$ cat src/rtl/xalu_ctrl.sv
// xalu_ctrl: sequencer for the multiply/divide unit and owner of the HI/LO
// registers. Multiplies complete after a fixed MUL_CYCLES busy cycles; divides
// run a 32-iteration restoring loop plus one sign-fixup cycle.
module xalu_ctrl #(
  parameter int MUL_CYCLES = 4
) (
  input  logic        clk,
  input  logic        resetn,
  input  logic        op_valid,
  input  logic [2:0]  op,
  input  logic [31:0] src_a,
  input  logic [31:0] src_b,
  input  logic        flush,
  output logic        busy,
  output logic        done,
  output logic [31:0] hi,
  output logic [31:0] lo
);

  typedef enum logic [1:0] {
    ST_IDLE = 2'd0,
    ST_MUL  = 2'd1,
    ST_DIV  = 2'd2,
    ST_FIX  = 2'd3
  } state_t;

  localparam logic [4:0] MUL_LAST = 5'(MUL_CYCLES - 1);
  localparam logic [4:0] DIV_LAST = 5'd31;

  state_t      state_r, state_nxt_s;
  logic        busy_r, busy_nxt_s;
  logic        done_r, done_nxt_s;
  logic [31:0] hi_r, hi_nxt_s;
  logic [31:0] lo_r, lo_nxt_s;
  logic [4:0]  cnt_r, cnt_nxt_s;
  logic [31:0] opa_r, opa_nxt_s;   // raw src_a (multiplicand, or dividend for div-by-zero HI)
  logic [31:0] opb_r, opb_nxt_s;   // raw src_b for multiply, |src_b| for divide
  logic        sgn_r, sgn_nxt_s;   // signed multiply
  logic        sa_r, sa_nxt_s;     // dividend sign
  logic        sb_r, sb_nxt_s;     // divisor sign
  logic        dvz_r, dvz_nxt_s;   // divisor was zero
  logic [31:0] rem_r, rem_nxt_s;   // partial remainder
  logic [31:0] quo_r, quo_nxt_s;   // dividend shifting out / quotient shifting in

  logic        accept_s;
  logic        op_signed_s;
  logic [31:0] abs_a_s;
  logic [31:0] abs_b_s;
  logic [63:0] prod_s;
  logic [32:0] shift_s;
  logic [32:0] diff_s;

  // Next-state, datapath and HI/LO update logic for the sequencer.
  always_comb begin
    state_nxt_s = state_r;
    busy_nxt_s  = busy_r;
    done_nxt_s  = 1'b0;
    hi_nxt_s    = hi_r;
    lo_nxt_s    = lo_r;
    cnt_nxt_s   = cnt_r;
    opa_nxt_s   = opa_r;
    opb_nxt_s   = opb_r;
    sgn_nxt_s   = sgn_r;
    sa_nxt_s    = sa_r;
    sb_nxt_s    = sb_r;
    dvz_nxt_s   = dvz_r;
    rem_nxt_s   = rem_r;
    quo_nxt_s   = quo_r;

    accept_s    = op_valid & ~flush & ~busy_r & (op <= 3'd5);
    // MULT and DIV have op[0] clear; MULTU and DIVU have it set.
    op_signed_s = ~op[0];
    abs_a_s     = (op_signed_s & src_a[31]) ? (32'd0 - src_a) : src_a;
    abs_b_s     = (op_signed_s & src_b[31]) ? (32'd0 - src_b) : src_b;

    // Sign- or zero-extend to 64 bits; the low 64 bits of the product are
    // the correct two's-complement result either way.
    prod_s  = {{32{sgn_r & opa_r[31]}}, opa_r} * {{32{sgn_r & opb_r[31]}}, opb_r};
    shift_s = {rem_r, quo_r[31]};
    diff_s  = shift_s - {1'b0, opb_r};

    case (state_r)
      ST_IDLE: begin
        if (accept_s) begin
          case (op)
            3'd0, 3'd1: begin
              state_nxt_s = ST_MUL;
              busy_nxt_s  = 1'b1;
              cnt_nxt_s   = 5'd0;
              opa_nxt_s   = src_a;
              opb_nxt_s   = src_b;
              sgn_nxt_s   = op_signed_s;
            end
            3'd2, 3'd3: begin
              state_nxt_s = ST_DIV;
              busy_nxt_s  = 1'b1;
              cnt_nxt_s   = 5'd0;
              opa_nxt_s   = src_a;
              opb_nxt_s   = abs_b_s;
              quo_nxt_s   = abs_a_s;
              rem_nxt_s   = 32'd0;
              sa_nxt_s    = op_signed_s & src_a[31];
              sb_nxt_s    = op_signed_s & src_b[31];
              dvz_nxt_s   = (src_b == 32'd0);
            end
            3'd4: begin
              hi_nxt_s = src_a;
            end
            3'd5: begin
              lo_nxt_s = src_a;
            end
            default: begin
              state_nxt_s = ST_IDLE;
            end
          endcase
        end else begin
          state_nxt_s = ST_IDLE;
        end
      end

      ST_MUL: begin
        if (cnt_r == MUL_LAST) begin
          {hi_nxt_s, lo_nxt_s} = prod_s;
          state_nxt_s = ST_IDLE;
          busy_nxt_s  = 1'b0;
          done_nxt_s  = 1'b1;
          cnt_nxt_s   = 5'd0;
        end else begin
          cnt_nxt_s = cnt_r + 5'd1;
        end
      end

      ST_DIV: begin
        // Restoring step: keep the trial difference only if it did not borrow.
        if (diff_s[32] == 1'b0) begin
          rem_nxt_s = diff_s[31:0];
          quo_nxt_s = {quo_r[30:0], 1'b1};
        end else begin
          rem_nxt_s = shift_s[31:0];
          quo_nxt_s = {quo_r[30:0], 1'b0};
        end
        cnt_nxt_s = cnt_r + 5'd1;
        if (cnt_r == DIV_LAST) begin
          state_nxt_s = ST_FIX;
        end else begin
          state_nxt_s = ST_DIV;
        end
      end

      ST_FIX: begin
        if (dvz_r) begin
          lo_nxt_s = 32'hFFFF_FFFF;
          hi_nxt_s = opa_r;
        end else begin
          lo_nxt_s = (sa_r ^ sb_r) ? (32'd0 - quo_r) : quo_r;
          hi_nxt_s = sa_r ? (32'd0 - rem_r) : rem_r;
        end
        state_nxt_s = ST_IDLE;
        busy_nxt_s  = 1'b0;
        done_nxt_s  = 1'b1;
      end

      default: begin
        state_nxt_s = ST_IDLE;
        busy_nxt_s  = 1'b0;
      end
    endcase
  end

  // State and datapath registers; reset aborts any operation and clears HI/LO.
  always_ff @(posedge clk or negedge resetn) begin
    if (!resetn) begin
      state_r <= ST_IDLE;
      busy_r  <= 1'b0;
      done_r  <= 1'b0;
      hi_r    <= 32'd0;
      lo_r    <= 32'd0;
      cnt_r   <= 5'd0;
      opa_r   <= 32'd0;
      opb_r   <= 32'd0;
      sgn_r   <= 1'b0;
      sa_r    <= 1'b0;
      sb_r    <= 1'b0;
      dvz_r   <= 1'b0;
      rem_r   <= 32'd0;
      quo_r   <= 32'd0;
    end else begin
      state_r <= state_nxt_s;
      busy_r  <= busy_nxt_s;
      done_r  <= done_nxt_s;
      hi_r    <= hi_nxt_s;
      lo_r    <= lo_nxt_s;
      cnt_r   <= cnt_nxt_s;
      opa_r   <= opa_nxt_s;
      opb_r   <= opb_nxt_s;
      sgn_r   <= sgn_nxt_s;
      sa_r    <= sa_nxt_s;
      sb_r    <= sb_nxt_s;
      dvz_r   <= dvz_nxt_s;
      rem_r   <= rem_nxt_s;
      quo_r   <= quo_nxt_s;
    end
  end

  assign busy = busy_r;
  assign done = done_r;
  assign hi   = hi_r;
  assign lo   = lo_r;

endmodule

$ cat config.mk
export PLATFORM = sky130hd
export DESIGN_NAME = xalu_ctrl
export DESIGN_NICKNAME = d
export VERILOG_FILES = /design/src/rtl/xalu_ctrl.sv
export SDC_FILE = /design/constraint.sdc
export NUM_CORES = 2
export LEC_CHECK = 0
export BUFFER_PORTS_ARGS = -buffer_cell sky130_fd_sc_hd__buf_2
export CORE_ASPECT_RATIO = 1.4
export CORE_MARGIN = 2
export CORE_UTILIZATION = 50
export CTS_BUF_LIST = sky130_fd_sc_hd__clkbuf_8 sky130_fd_sc_hd__clkbuf_16
export DETAILED_ROUTE_END_ITERATION = 16
export GPL_TIMING_DRIVEN = 0
export HOLD_SLACK_MARGIN = 0.08
export PLACE_DENSITY = 0.66
export SYNTH_ARGS = -nofsm -noshare
export SYNTH_HDL_FRONTEND = slang
export SYNTH_SLANG_ARGS = --single-unit
$ cat constraint.sdc
create_clock -name clk -period 20.3 [get_ports clk]
set_input_delay 3.045 -clock clk [delete_from_list [all_inputs] [get_ports clk]]
set_output_delay 3.045 -clock clk [all_outputs]
set_load 0.02 [all_outputs]
======== Yosys cells after proc, flatten, opt, wreduce, memory -nomap -nowiden ========
Cells that the tools add are included.
word-level totals
  input bits .............................. 71
  bits in registers ....................... 205
cells by class
  bitwise gates (word level) .............. 11
  equality and inequality tests ........... 17
  muxes and demuxes ....................... 38
  multipliers ............................. 1
  add/sub/neg operators ................... 6
  reduce and logical (&&, ||, !) cells .... 21
  $lt $le $gt $ge ......................... 1
operator list
  cell                     count
  $mux W32                 17
  $pmux W32 S2             3
  $pmux W32 S3             2
  $sub A1 B32 Y32 const A  4
  $mul A33 B33 Y64         1
  $sub A33 B32 Y33         1
  $logic_not A32 Y1        1
  $reduce_and A3 Y1        6
  $mux W5                  3
  $pmux W5 S3              1
  $reduce_and A4 Y1        3
  $pmux W2 S4              1
  $and A1 B1 Y1            7
  $eq A3 B2 Y1 const B     2
  $eq A3 B3 Y1 const B     2
  $mux W1                  6
  $ne A2 B1 Y1 const B     3
  $ne A2 B2 Y1 const B     3
  $pmux W2 S3              1
  $reduce_bool A3 Y1       2
  $reduce_or A2 Y1         3
  $add A5 B1 Y5 const B    1
  $eq A5 B2 Y1 const B     1
  $eq A5 B5 Y1 const B     1
  other kinds (15)         20

======== Depth between registers and ports, before layout ========
  word-level depth ........................ 6
  mapped depth ............................ 32

======== Worst setup path after synthesis ========
Ideal clock, no wire load.
  kind .................................... register -> register
  from .................................... register opa_r[31]
  to ...................................... register hi_r[28], in the netlist hi[28]
  stages on the path, launching flop included .. 31
  clock period less this slack ............ 7942 ps
  data arrival time ....................... 7856 ps
  path slack .............................. 12358 ps
  path through ............................ dfrtp_1 -> clkbuf_1 -> and2_1 -> clkbuf_1 -> nand2_1 -> inv_1 -> fa_1 -> inv_1 -> fa_1 -> inv_1 -> fa_1 -> fa_1 -> inv_1 -> fa_1 -> inv_1 -> fa_1 -> inv_1 -> fa_1 -> fa_1 -> inv_1 -> ha_1 -> a21oi_1 -> o21bai_1 -> a21o_1 -> a21o_1 -> a21oi_1 -> nor2b_1 -> o21ai_0 -> nand2b_1 -> or4_1 -> o211ai_1
between the ends
  cells in the longest elaborated chain, start to end .. 4
RTL lines
  item                    RTL line  source
  from (decl)             36        logic [31:0] opa_r, opa_nxt_s;
  from (signal assigned)  194       opa_r <= opa_nxt_s;
  $and A1 B1 Y1           78        prod_s = {{32{sgn_r & opa_r[31]}}, opa_r} * {{32{sgn_r & opb_r[31]}}, opb_r};
  $mul A33 B33 Y64 *      78
  $mux W32 *              122       if (cnt_r == MUL_LAST) begin
  $pmux W32 S3 *          82        case (state_r)
  to (signal assigned)    191       hi_r <= hi_nxt_s;
  to (decl)               33        logic [31:0] hi_r, hi_nxt_s;
Every way passes the cells marked *; elsewhere a longest branch is shown, timed or not. The select of a mux whose other input is x is not followed.
A chain may end at the register's enable or synchronous reset.

======== Worst setup path after layout ========
  from .................................... register sgn_r
  to ...................................... register hi_r[27], in the netlist hi[27]
between the ends
  cells in the longest elaborated chain, start to end .. 4
  elaborated cells on any way between the ends .. 5
RTL lines
  item                    RTL line  source
  from (decl)             38        logic sgn_r, sgn_nxt_s;
  from (signal assigned)  196       sgn_r <= sgn_nxt_s;
  $and A1 B1 Y1           78
  $mul A33 B33 Y64 *      78
  $mux W32 *              122
  $pmux W32 S3 *          82
Marks and branches as above.

==> results.sh <==
export IMPL_status="complete, but fails checks"
export IMPL_violations="capacitance limit, slew limit"
export IMPL_regArea_mm2=0.00513
export IMPL_fin_setup_tns_ps=0
export IMPL_worstPathArrival_ps=11150
export IMPL_cp_slowest_cell="clkbuf_1"
export IMPL_routed_via_count=45600
export IMPL_grt_pass1_vias=47200
export IMPL_io_buffers=132
export IMPL_h_tree_depth=1
export IMPL_numCtsBuffers=25
export IMPL_multi_input_area_mm2=0.0409
export IMPL_fill_cells=9683
export IMPL_first_pass_iters=7
export IMPL_die_height_um=386
export IMPL_avgSynthCellArea_um2=8.67
export IMPL_cts_buffer_depth=3
export IMPL_start_kind="flop"
export IMPL_coreArea_mm2=0.103
export IMPL_syn_cell_area_mm2=0.0520
export IMPL_clk_latency_ps=550
export IMPL_hp_class="flop to flop"
export IMPL_cts_sinks=205
export IMPL_drt_iter0_drc=5098
export IMPL_synth_flop_cell="dfrtp_1"
export IMPL_cts_resized=0
export IMPL_slew_violations=57
export IMPL_grt_pass1_wl_um=317000
export IMPL_critical_path_buf_inv_count=7
export IMPL_required_ps=20720
export IMPL_setup_viol=0
export IMPL_track_usage_pct=41.7
export IMPL_postCtsSetupBuffers=0
export IMPL_critical_path_max_stage_delay_ps=910
export IMPL_slew_headroom_pct=-8.40
export IMPL_rsz0062_at_grt="no"
export IMPL_drive_gt1_share_pct=3.60
export IMPL_synth_edf_count=0
export IMPL_async_reset_ff_share_pct=100
export IMPL_critPathMostFrequentCell="fa_1"
export IMPL_antenna_found_initial=20
export IMPL_finalClockSkew_ps=16.1
export IMPL_ys_ff_latch=205
export IMPL_io_pin_count=137
export IMPL_fin_nets=7610
export IMPL_start_util_pct=50.6
export IMPL_maxCapViolations=5
export IMPL_hpwl_um=177000
export IMPL_instances_no_fill=7539
export IMPL_synthDistinctLibCells=83
export IMPL_syn_to_final_growth_pct=6.38
export IMPL_path_delay_family="adder cells"
export IMPL_grt_max_degree=109
export IMPL_path_class="flop to flop"
export IMPL_layout_min_cycle_time_ps=10730
export IMPL_synth_warnings=0
export IMPL_clkTransAtPathRegs_ps=60
export IMPL_wl_per_cell_um=29.1
export IMPL_avgViaCountPerCell=6.05
export IMPL_crit_fanout=10
export IMPL_hold_buffers=0
export IMPL_end_kind="flop"
export IMPL_whs_ps=500
export IMPL_final_hold_viol_count=0
export IMPL_finalWirelength_um=220000
export IMPL_gp_congestion=1.07
export IMPL_num_rows=139
export IMPL_ant_nets=0
export IMPL_post_route_period_util_pct=52.8
export IMPL_cts_tree="yes"
export IMPL_dp_cells=7469
export IMPL_cts_root_buffer="clkbuf_16"
export IMPL_dieWidth_um=277
export IMPL_worst_pin_slew_ps=1630
export IMPL_syn_num_nets=7448
export IMPL_max_freq_mhz=93.2
export IMPL_synthCells=5996
export IMPL_drcViolationCount=0
export IMPL_synth_seq_area_share_pct=9.87
export IMPL_die_area_mm2=0.107
export IMPL_overflow=0
[registers in the layout, summed over array words and instances (netlist names)]
register and flops:
hi 32, cnt_r 5, lo 32, done 1
sb_r 1, dvz_r 1, state_r 2, busy 1
opb_r 32, sa_r 1, opa_r 32, sgn_r 1
quo_r 32, rem_r 32
[cells by family (layout without fill, tap and decap cells)]
logic type | count (synthesis) | count (layout) | share of synthesized area (%)
adders and majority gates | 1381 | 1381 | 49.5
muxes | 34 | 34 | 0.660
xor gates and xnor gates | 203 | 203 | 3.42
DFF | 205 | 205 | 9.87
AOI/OAI and AO/OA | 763 | 763 | 9.01
buffers and inverters | 1563 | 1742 | 11.4
other | 0 | 25 | 0
and+or+nand+nor | 1847 | 1847 | 16.1
[synth_stat cells (10+ instances only)]
| library cell | n | area [um^2] |
|---|---|---|
| inv_1 | 1201 | 4510 |
| fa_1 | 1126 | 22500 |
| nand2_1 | 1054 | 3960 |
| and2_1 | 356 | 2230 |
| clkbuf_1 | 339 | 1270 |
| ha_1 | 255 | 3190 |
| o21ai_0 | 233 | 1170 |
| dfrtp_1 | 205 | 5130 |
| nor2_1 | 204 | 766 |
| a21oi_1 | 192 | 961 |
| xnor2_1 | 114 | 998 |
| xor2_1 | 89 | 780 |
| a21o_1 | 50 | 375 |
| a31oi_1 | 39 | 244 |
| o21ai_1 | 36 | 180 |
| nand3_1 | 35 | 175 |
| nor3_1 | 35 | 175 |
| and3_1 | 32 | 200 |
| mux2i_1 | 32 | 320 |
| a221oi_1 | 24 | 210 |
| o31ai_1 | 24 | 180 |
| a22oi_1 | 22 | 165 |
| or3_1 | 20 | 125 |
| nand2b_1 | 19 | 119 |
| o21a_1 | 19 | 143 |
| nand4_1 | 18 | 113 |
| nor4_1 | 17 | 106 |
| o21bai_1 | 14 | 105 |
| o211ai_1 | 13 | 97.6 |
| or2_2 | 12 | 75.1 |
| a211oi_1 | 11 | 82.6 |
| a41oi_1 | 11 | 96.3 |
| nand3b_1 | 10 | 75.1 |
| o41ai_1 | 10 | 87.6 |
[cells in the final DEF, fill, tap and decap left out, types with 16 or more instances in the layout]
cell | Yosys | routed
buf_2 | 6 | 137
nand2_1 | 1054 | 1054
xnor2_1 | 114 | 114
a21o_1 | 50 | 50
or3_1 | 20 | 20
a22oi_1 | 22 | 22
clkbuf_1 | 339 | 338
nor2_1 | 204 | 204
ha_1 | 255 | 255
nand4_1 | 18 | 18
nor4_1 | 17 | 16
a21oi_1 | 192 | 192
nor3_1 | 35 | 35
o31ai_1 | 24 | 24
diode_2 | 0 | 25
xor2_1 | 89 | 89
nand2b_1 | 19 | 19
fa_1 | 1126 | 1126
a31oi_1 | 39 | 39
and3_1 | 32 | 32
dfrtp_1 | 205 | 205
a221oi_1 | 24 | 24
clkbuf_16 | 0 | 26
o21ai_0 | 233 | 233
o21ai_1 | 36 | 36
inv_1 | 1201 | 1207
mux2i_1 | 32 | 32
and2_1 | 356 | 356
o21a_1 | 19 | 19
nand3_1 | 35 | 35
[stage by stage]
stage | utilization, % | instance area (um^2) | setup WS, ps
2_1_floorplan | - | 52000 | 12360
3_3_place_gp | 52.8 | 54300 | 9960
3_5_place_dp | 52.9 | 54400 | 9910
4_1_cts | 53.7 | 55200 | 9870
5_1_grt | 53.7 | 55200 | 9420
6_report | 53.8 | 55300 | 9570
[final timing paths]
kind                       slack (ps)   start  cells after the start  endpoint
max                              9570   sgn_r                     27    hi[27]
min                               500  lo[23]                      2    lo[23]
max reg2reg                      9570   sgn_r                     27    hi[27]
min reg2reg                       500  lo[23]                      2    lo[23]
max in group asynchronous       16670  resetn                      2    hi[26]
min in group asynchronous        2550  resetn                      1     lo[9]
[final cells by class]
| class | count | share of cell area (%) |
|---|---|---|
| diodes | 25 | 0.113 |
| plain buffers | 361 | 2.57 |
| clock buffers | 28 | 1.21 |
| clock inverters | 16 | 0.317 |
| inverters | 1202 | 8.16 |
| multi-input cells | 4228 | 74.0 |
| flip-flops and latches | 205 | 9.28 |
| well taps | 1339 | 3.03 |
| repair buffers | 135 | 1.32 |
[layer usage]
metal / part of all wire (%) / track usage (%)
met1: 33 / 48.4
met2: 44 / 65.1
met4: 11 / 37.3
met3: 12 / 9.67
met5: 0.034 / 0
[worst register-to-register path: stages (launching register included)]
cell and delay (ps):
dfrtp_1 440, clkbuf_1 760, clkbuf_1 910, and3_1 350, fa_1 550, inv_1 200, fa_1 430, inv_1 120
fa_1 490, fa_1 530, fa_1 540, fa_1 570, fa_1 560, inv_1 100, fa_1 550, inv_1 70
ha_1 390, and2_1 160, clkbuf_2 190, nand4_1 300, or3_1 430, a211oi_2 420, o21ai_1 270, a31o_2 350
a21oi_2 190, o211ai_1 160, a32o_1 260, or3_1 310
Power is not shown: default switching activity piles up to over one toggle a cycle in this logic, so the estimate is an artifact.
